File: config.mk
export PLATFORM = sky130hd
export DESIGN_NAME = acc_layer_ctrl
export DESIGN_NICKNAME = d
export VERILOG_FILES = /design/src/rtl/acc_pkg.sv /design/src/rtl/acc_mac.sv /design/src/rtl/acc_layer_ctrl.sv
export SDC_FILE = /design/constraint.sdc
export NUM_CORES = 1
export LEC_CHECK = 0
export ABC_AREA = 1
export CAP_MARGIN = 15
export CORE_MARGIN = 5
export CORE_UTILIZATION = 30
export CTS_CLUSTER_DIAMETER = 80
export CTS_CLUSTER_SIZE = 40
export DETAILED_ROUTE_END_ITERATION = 10
export PLACE_DENSITY = 0.43
export REMOVE_ABC_BUFFERS = 1
export SETUP_SLACK_MARGIN = 0.3
export SLEW_MARGIN = 40
export SYNTH_ARGS = -nofsm -noshare
export SYNTH_HDL_FRONTEND = slang
export SYNTH_SLANG_ARGS = --single-unit
File: constraint.sdc
create_clock -name clk -period 8.2 [get_ports clk]
set_input_delay 2.46 -clock clk [delete_from_list [all_inputs] [get_ports clk]]
set_output_delay 2.46 -clock clk [all_outputs]
set_load 0.03 [all_outputs]
File: src/rtl/acc_pkg.sv
// rtl/acc_pkg.sv - shared state encoding and fixed-point helpers for accelerator blocks
// Purpose : FSM state enum, Q8.8 fraction width, saturate/ReLU helper.
// Ports   : none (package).
package acc_pkg;

  typedef enum logic [2:0] {
    IDLE,
    LOAD,
    MAC,
    DRAIN,
    DONE
  } accState_t;

  localparam int FRAC_BITS = 8;

  // Clamps an already-shifted accumulator value into a signed dw-bit word.
  // The value is carried as 64-bit signed so any accumulator width fits.
  function automatic logic signed [63:0] satRelu(input logic signed [63:0] v,
                                                 input int dw,
                                                 input logic relu);
    logic signed [63:0] hi;
    logic signed [63:0] lo;
    logic signed [63:0] r;
    hi = (64'sd1 <<< (dw - 1)) - 64'sd1;
    lo = -(64'sd1 <<< (dw - 1));
    if (v > hi) begin
      r = hi;
    end else if (v < lo) begin
      r = lo;
    end else begin
      r = v;
    end
    if (relu && (r < 64'sd0)) begin
      r = 64'sd0;
    end
    return r;
  endfunction

endpackage

File: src/rtl/acc_mac.sv
// rtl/acc_mac.sv - signed Q8.8 multiply-accumulate with saturated result register
// Purpose : multiplies a*b, loads or accumulates, shifts out the fraction and
//           saturates (optionally ReLU) into a registered result word.
// Ports   : clk, rst (async, active-high)
//           valid        - a/b carry a term this cycle
//           first        - term starts a new dot product (load instead of add)
//           a, b         - signed DW-bit operands
//           result       - saturated value of the accumulator including this term
//           result_valid - result was updated on the last edge
module acc_mac
  import acc_pkg::*;
#(
  parameter int DW   = 16,
  parameter int N_IN = 8,
  parameter bit RELU = 1'b0
) (
  input  logic          clk,
  input  logic          rst,
  input  logic          valid,
  input  logic          first,
  input  logic [DW-1:0] a,
  input  logic [DW-1:0] b,
  output logic [DW-1:0] result,
  output logic          result_valid
);

  localparam int ACCW = 2 * DW + $clog2(N_IN);

  logic signed [2*DW-1:0] aExt;
  logic signed [2*DW-1:0] bExt;
  logic signed [2*DW-1:0] prod;
  logic signed [ACCW-1:0] prodExt;
  logic signed [ACCW-1:0] acc;
  logic signed [ACCW-1:0] accNext;
  logic signed [ACCW-1:0] accShift;
  logic signed [63:0]     accWide;

  always_comb begin
    aExt     = {{DW{a[DW-1]}}, a};
    bExt     = {{DW{b[DW-1]}}, b};
    prod     = aExt * bExt;
    prodExt  = {{(ACCW - 2 * DW){prod[2*DW-1]}}, prod};
    accNext  = first ? prodExt : acc + prodExt;
    accShift = accNext >>> FRAC_BITS;
    accWide  = {{(64 - ACCW){accShift[ACCW-1]}}, accShift};
  end

  // The result is taken from accNext, not acc, so the final sum of a row is
  // available on the same edge that absorbs its last term.
  always_ff @(posedge clk or posedge rst) begin
    if (rst) begin
      acc          <= '0;
      result       <= '0;
      result_valid <= 1'b0;
    end else begin
      result_valid <= valid;
      if (valid) begin
        acc    <= accNext;
        result <= DW'(satRelu(accWide, DW, RELU));
      end
    end
  end

endmodule

File: src/rtl/acc_layer_ctrl.sv
// rtl/acc_layer_ctrl.sv - fully-connected layer engine behind the CPU accelerator handshake
// Purpose : on iACC_en loads the input vector, streams the weight matrix through
//           acc_mac, writes saturated outputs, then holds done until en drops.
// Ports   : clk, rst (async, active-high)
//           iACC_en            - start/hold request from the CPU
//           oACC_done, oBusy   - job status
//           oMemRd, oRdAddr    - read port; iMemData valid one cycle after oMemRd
//           oMemWr, oWrAddr,
//           oWrData            - single-cycle write port
module acc_layer_ctrl
  import acc_pkg::*;
#(
  parameter int            N_IN     = 8,
  parameter int            N_OUT    = 4,
  parameter int            DW       = 16,
  parameter int            AW       = 8,
  parameter logic [AW-1:0] IN_BASE  = 8'h40,
  parameter logic [AW-1:0] W_BASE   = 8'h80,
  parameter logic [AW-1:0] OUT_BASE = 8'h60,
  parameter int            RELU     = 0
) (
  input  logic          clk,
  input  logic          rst,
  input  logic          iACC_en,
  output logic          oACC_done,
  output logic          oBusy,
  output logic          oMemRd,
  output logic [AW-1:0] oRdAddr,
  input  logic [DW-1:0] iMemData,
  output logic          oMemWr,
  output logic [AW-1:0] oWrAddr,
  output logic [DW-1:0] oWrData
);

  localparam int IW = $clog2(N_IN);
  localparam int JW = (N_OUT > 1) ? $clog2(N_OUT) : 1;

  accState_t     state;
  accState_t     stateNext;
  logic          rdNext;
  logic [AW-1:0] rdAddrNext;
  logic [IW-1:0] iCnt;
  logic [IW-1:0] iNext;
  logic [JW-1:0] jCnt;
  logic [JW-1:0] jNext;
  logic [JW-1:0] wrRow;
  logic [DW-1:0] inBuf [N_IN];

  // Tags for the read issued last cycle, aligned with iMemData this cycle.
  logic          pendLoad;
  logic          pendMac;
  logic          pendFirst;
  logic          pendLast;
  logic [IW-1:0] pendIdx;
  logic          macResultValid;

  always_ff @(posedge clk or posedge rst) begin
    if (rst) begin
      state <= IDLE;
    end else begin
      state <= stateNext;
    end
  end

  always_comb begin
    stateNext  = state;
    rdNext     = 1'b0;
    rdAddrNext = oRdAddr;
    iNext      = iCnt;
    jNext      = jCnt;
    unique case (state)
      IDLE: begin
        if (iACC_en) begin
          stateNext  = LOAD;
          rdNext     = 1'b1;
          rdAddrNext = IN_BASE;
          iNext      = '0;
          jNext      = '0;
        end
      end
      LOAD: begin
        rdNext = 1'b1;
        if (iCnt == IW'(N_IN - 1)) begin
          stateNext  = MAC;
          rdAddrNext = W_BASE;
          iNext      = '0;
        end else begin
          rdAddrNext = oRdAddr + AW'(1);
          iNext      = iCnt + IW'(1);
        end
      end
      MAC: begin
        if ((iCnt == IW'(N_IN - 1)) && (jCnt == JW'(N_OUT - 1))) begin
          stateNext = DRAIN;
        end else begin
          rdNext     = 1'b1;
          rdAddrNext = oRdAddr + AW'(1);
          if (iCnt == IW'(N_IN - 1)) begin
            iNext = '0;
            jNext = jCnt + JW'(1);
          end else begin
            iNext = iCnt + IW'(1);
          end
        end
      end
      // The final row's write is the last bus activity of a job; leave as
      // soon as it is on the bus.
      DRAIN: begin
        if (oMemWr && macResultValid) begin
          stateNext = DONE;
        end
      end
      DONE: begin
        if (!iACC_en) begin
          stateNext = IDLE;
        end
      end
      default: stateNext = IDLE;
    endcase
  end

  always_ff @(posedge clk or posedge rst) begin
    if (rst) begin
      oMemRd    <= 1'b0;
      oRdAddr   <= '0;
      oBusy     <= 1'b0;
      oACC_done <= 1'b0;
      oMemWr    <= 1'b0;
      oWrAddr   <= '0;
      iCnt      <= '0;
      jCnt      <= '0;
      wrRow     <= '0;
      pendLoad  <= 1'b0;
      pendMac   <= 1'b0;
      pendFirst <= 1'b0;
      pendLast  <= 1'b0;
      pendIdx   <= '0;
      for (int k = 0; k < N_IN; k++) begin
        inBuf[k] <= '0;
      end
    end else begin
      oMemRd    <= rdNext;
      oRdAddr   <= rdAddrNext;
      iCnt      <= iNext;
      jCnt      <= jNext;
      oBusy     <= (stateNext == LOAD) || (stateNext == MAC) || (stateNext == DRAIN);
      oACC_done <= (stateNext == DONE);
      pendLoad  <= (state == LOAD);
      pendMac   <= (state == MAC);
      pendIdx   <= iCnt;
      pendFirst <= (iCnt == '0);
      pendLast  <= (iCnt == IW'(N_IN - 1));
      if (pendLoad) begin
        inBuf[pendIdx] <= iMemData;
      end
      oMemWr <= pendMac && pendLast;
      if (pendMac && pendLast) begin
        oWrAddr <= OUT_BASE + AW'(wrRow);
        wrRow   <= wrRow + JW'(1);
      end
      if (state == IDLE) begin
        wrRow <= '0;
      end
    end
  end

  acc_mac #(
    .DW  (DW),
    .N_IN(N_IN),
    .RELU(RELU != 0)
  ) uMac (
    .clk         (clk),
    .rst         (rst),
    .valid       (pendMac),
    .first       (pendFirst),
    .a           (iMemData),
    .b           (inBuf[pendIdx]),
    .result      (oWrData),
    .result_valid(macResultValid)
  );

endmodule

* Word level (Yosys, flattened, before mapping)
Cells that the tools add are included.
** Operators by class
- Add/sub/neg operators :: 6
- Multipliers :: 1
- Order comparisons :: 4
- Eq/ne operators :: 13
- Multiplexer cells :: 32
- Bitwise gates (word level) :: 1
- Reductions and logical operators :: 13
** Operator list (number)
- $bwmux W128 :: 1
- $mux W16 :: 5
- $bmux W16 S3 :: 1
- $demux W16 S3 :: 1
- $add A35 B32 Y35 :: 1
- $mux W35 :: 1
- $mul A16 B16 Y32 :: 1
- $gt A27 B16 Y1 const B :: 1
- $lt A27 B16 Y1 const B :: 1
- $mux W3 :: 8
- $mux W8 :: 3
- $pmux W8 S3 :: 1
- $pmux W3 S5 :: 1
- $eq A3 B2 Y1 const B :: 4
- $mux W2 :: 5
- $eq A3 B3 Y1 const B :: 3
- $pmux W3 S3 :: 1
- $add A7 B2 Y8 const A :: 1
- $add A8 B1 Y8 const B :: 1
- $eq A3 B1 Y1 const B :: 2
- $logic_not A3 Y1 :: 2
- $ne A2 B2 Y1 const B :: 3
- $add A2 B1 Y2 const B :: 2
- $ge A4 B4 Y1 const B :: 1
- 13 further kinds :: 19
** Word-level totals
- Bits in registers :: 217
- Input bits :: 19
- Output and inout port bits :: 36
- Word-level logic and storage cells :: 96

* Logic depth before layout (Yosys ltp)
- Word-level depth :: 10
- Gate-level depth with buffers :: 53
- Depth with buffers taken out :: 51

* Hierarchy
Synthesis repeated with hierarchy kept, for this count alone.
** Unflattened totals
- Cells, all modules :: 3067
- Area total of the unflattened synthesis :: 23028.3 µm²
** Modules (own cells, without submodules)
- acc_mac :: times used 1, cells each 2278, area each 15960.3 µm², sequential area each 1301.2 µm²
- acc_layer_ctrl :: times used 1, cells each 789, area each 7068.0 µm², sequential area each 4003.8 µm²

* Worst setup path before layout
No wires, ideal clock.
- Path kind :: input to register
- Start point :: input iMemData[15]
- End point :: register uMac.result[1]
- Library setup time :: 0.073 ns
- Arrival time :: 9.633 ns
- Data required time :: 8.127 ns
- Setup slack :: -1.506 ns
- Stages on the path :: 40
- Buffers on the path :: 2
- Cells stage by stage :: clkbuf_1 inv_1 nor2_1 inv_1 fa_1 inv_1 fa_1 fa_1 fa_1 fa_1 inv_1 fa_1 inv_1 ha_1 nand2_2 nor2_1 inv_1 nor2_1 [... 4 more ...] ha_1 nand2_2 nor2_2 nand2_1 nor2_1 nand3_1 nand3_1 nand2_1 nand3_1 nand2_2 nand2_2 nand2_1 nor2_2 nand3_2 nand2_4 buf_12 nand2_2 a21oi_2
** On the way
- Word-level cells in the longest chain between the ends :: 6
- Elaborated cells between the ends (all ways) :: 7
- Those cells by class :: 1 x add/sub; 1 x mul; 2 x order compare; 3 x mux
** RTL lines
- start: declaration :: RTL line acc_layer_ctrl.sv:29 : input logic [DW-1:0] iMemData,
- $mul A16 B16 Y32 * :: RTL line acc_mac.sv:41 : prod = aExt * bExt;
- $add A35 B32 Y35 :: RTL line acc_mac.sv:43 : accNext = first ? prodExt : acc + prodExt;
- $mux W35 * :: RTL line acc_mac.sv:43
- $lt A27 B16 Y1 :: RTL line acc_pkg.sv:28 : end else if (v < lo) begin
- $mux W16 :: RTL line acc_pkg.sv:28
- $mux W16 * :: RTL line acc_pkg.sv:26 : if (v > hi) begin
- end signal: assignment :: RTL line acc_mac.sv:59 : result <= DW'(satRelu(accWide, DW, RELU));
- end: declaration :: RTL line acc_mac.sv:23 : output logic [DW-1:0] result,
Every way passes the cells marked *; elsewhere a longest branch is shown, timed or not.
A chain may end at the register's enable or synchronous reset.

* Final worst setup path
- Start point :: input iMemData[5]
- End point :: register uMac.result[10]
Same word-level chain as after synthesis.

==> impl_metrics.yaml <==
drt:
  vias: 20500
  drc_errors: 0
  wl_per_cell_microns: 17.4
  drtIter0Drc: 1079
  wl_met2_microns: 36600
  wirelength_microns: 76800
  drtPass1Iterations: 5
  m1WireLength_microns: 35800
  drt-vias-per-instance: 4.64
  met3WireLength_microns: 2560
  antenna_left: 0
  top_layer: "met4"
worst_setup_path:
  criticalPathCategory: "input pin to register"
  regToRegSetupSlack_ps: -570
  max_stage_delay_ps: 630
  cp-end-kind: "register"
  cpMostUsedCell: "nand2_1"
  start_kind: "input pin"
  cp_slowest_cell: "fa_2"
  required_ps: 8640
  cp_max_fo: 7
  cp.arrival_ps: 9570
  rr_worst_depth: 43
  r2r_start: "pendIdx[0]"
  regToRegEndpoint: "uMac.result[10]"
synth:
  synth_top_area_share_pct: 23.8
  synthSimpleGateAreaFrac_pct: 22.6
  synth_compound_area_share_pct: 10.3
  synth_seq_area_share_pct: 23.8
  synth_area_leader_cell: "dfrtp_1"
  synth_area_leaders: "dfrtp_1 24%, fa_1 24%, nand2_1 12%"
  synth_adder_area_share_pct: 30.5
  ys_ff_latch: 212
  netlist_area_sq_um: 22300
  synth_xor_area_share_pct: 1.10
  synth_mux_area_share_pct: 0
  synth.distinct_cells: 49
  syn_area_per_cell_sq_um: 7.60
  syn_inst: 2934
  synth_top_family_by_area: "adder cells"
  synth-warning-count: 0
grt:
  grt_pass1_vias: 21300
  track_usage_pct: 19.3
  overflow: 0
  grt_max_degree: 81
  antenna_found_initial: 0
  grt_pass1_wl_microns: 122000
cts:
  holdBufCountCts: 0
  h-tree-depth: 1
  clk_pin_slew_ps: 80
  clockBufferDepth: 3
  insertion_delay_ps: 550
  ctsRootBufferMaster: "clkbuf_16"
  clock_sinks: 212
  cts_made_buffers: 22
  tritoncts: "done"
worst_hold_path:
  min_to: "pendIdx[1]"
  worst_hold_startpoint: "iCnt[1]"
  hold_depth: 0
  hold_class: "register to register"
sta:
  maxSlewViolCount: 0
  relSlewSlack_pct: 53.2
  rsz0062_at_grt: "yes"
  final.period_utilization_pct: 111
  fin_skew_ps: 16.9
  worstMarginPinSlew_ps: 702
  hold_viol_final: 0
  setup-violations-final: 37
  min_period_ps: 9130
  layout_setup_ws_ps: -928
  fmax_mhz: 110
  finalSetupTns_ps: -21060
floorplan:
  ios: 55
  chipHeight_microns: 283
  die_w_microns: 283
  initial_core_util_pct: 30.1
  rows: 100
  die_area_sq_um: 79800
  core_sq_um: 74100
layout:
  drive_gt1_share_pct: 33.6
  diodes: 0
  multi_input_area_sq_um: 16900
  fin_util_pct: 42.6
  nets: 3830
  layout.cells.non_filler: 4410
  seq_area_sq_um: 5310
  nFillCells: 7490
  syn_to_final_growth_pct: 41.4
placed_design:
  dpl.hpwl_microns: 61300
  routabilityCongestion: 0.907
  pre_cts_slack_ps: -2690
  placed_cells: 4275
  portBuffers: 50
run_status:
  status: "finished with violations"
  violations: "setup timing"
run:
  cap_violations: 0
-- area by class of cell --
type                       count  share of cell area [%]
clock inverter                17                   0.802
timing repair buffer         576                    16.1
inverter                     566                    6.93
sequential                   212                    16.8
multi-input combinational   2047                    53.7
clock buffer                  23                    1.83
tap                          969                    3.85
-- critical path, delay by kind of cell --
kind | cells | cell delay (ps)
simple gates | 19 | 1870
fa+ha+maj | 8 | 3760
buf+inv | 11 | 1150
compound gates | 3 | 310
-- layer usage --
layer	vias to the layer above	GRT usage [%]
li1	9937	-
met1	10100	27.5
met2	381	32.5
met3	77	1.58
met4	0	3.85
met5	-	0
-- worst max-delay path by stage --
stage          slack, ps              end         start  cells after the start
2_1_floorplan      -1360  uMac.result[10]  iMemData[15]                     35
3_3_place_gp       -2670  uMac.result[13]  iMemData[15]                     39
3_5_place_dp       -2690  uMac.result[14]  iMemData[15]                     39
4_1_cts             -890   uMac.result[4]  iMemData[15]                     41
5_1_grt            -1170  uMac.result[11]  iMemData[12]                     40
6_report            -930  uMac.result[10]   iMemData[5]                     41
-- metrics by stage --
step	hold slack, ps	instance area [sq um]
floorplan	378	21800
global placement	394	27000
detailed placement	403	27100
CTS	412	30000
global route	428	31500
finish	407	31500
-- registers in the layout, summed over array words and instances, names as in the netlist, 2 cells and up --
signal       cells
iCnt             3
inBuf          128
jCnt             2
oRdAddr          8
oWrAddr          3
pendIdx          3
state            3
uMac.acc        35
uMac.result     16
wrRow            2
-- cells in the mapped netlist (all sizes together) --
master   instances
a21oi           79
conb             1
a221oi           1
buf             15
nand3          101
o21a            48
o21bai          11
o211ai          17
a31oi           11
fa             263
nand2          760
nor3            14
a21o             3
a22o             2
xnor2           12
nor4             4
o221ai           1
o2111ai          1
inv            564
nand4           30
or2             13
ha             123
o21ai          225
and2             7
dfrtp          212
o31ai            1
xor2            16
o22ai            1
nand3b           5
nor2           291
clkinv           2
a21boi           2
clkbuf          98
-- kinds of logic (layout without fill, tap and decap cells) --
| family | after synthesis | in the layout |
|---|---|---|
| DFF | 212 | 212 |
| adders and majority gates | 386 | 386 |
| other | 1 | 4 |
| xor gates and xnor gates | 28 | 28 |
| AOI/OAI and AO/OA | 403 | 403 |
| buffers and inverters | 679 | 1182 |
| and+or+nand+nor | 1225 | 1226 |
-- what timing repair did --
action,in CTS,in global routing
setup buffers,67,25
endpoints found under the setup margin,43,43
cloned,2,1
resized for setup,496,350
pin swaps,208,191
-- placed cells by master, fill, tap and decap left out, types with 7 or more instances in the layout --
master,instances
nor2_4,52
ha_4,50
o21a_1,48
inv_2,62
ha_1,69
o21ai_0,199
buf_8,10
dfrtp_1,210
xor2_1,13
fa_2,32
nand3_1,70
nand2_1,589
or2_2,9
nand2_2,125
nand2_4,42
fa_1,231
a21oi_1,34
nor2_2,50
inv_1,488
buf_12,29
nor2_1,189
buf_6,58
clkbuf_16,24
xnor2_1,8
clkdlybuf4s50_1,34
nand4_1,30
o211ai_1,17
a21oi_4,8
o21ai_1,17
o21ai_2,9
nor3_1,8
nand3_2,27
a31oi_1,7
buf_4,437
a21oi_2,37
inv_4,7
Power is not shown: default switching activity piles up to over one toggle a cycle in this logic, so the estimate is an artifact.
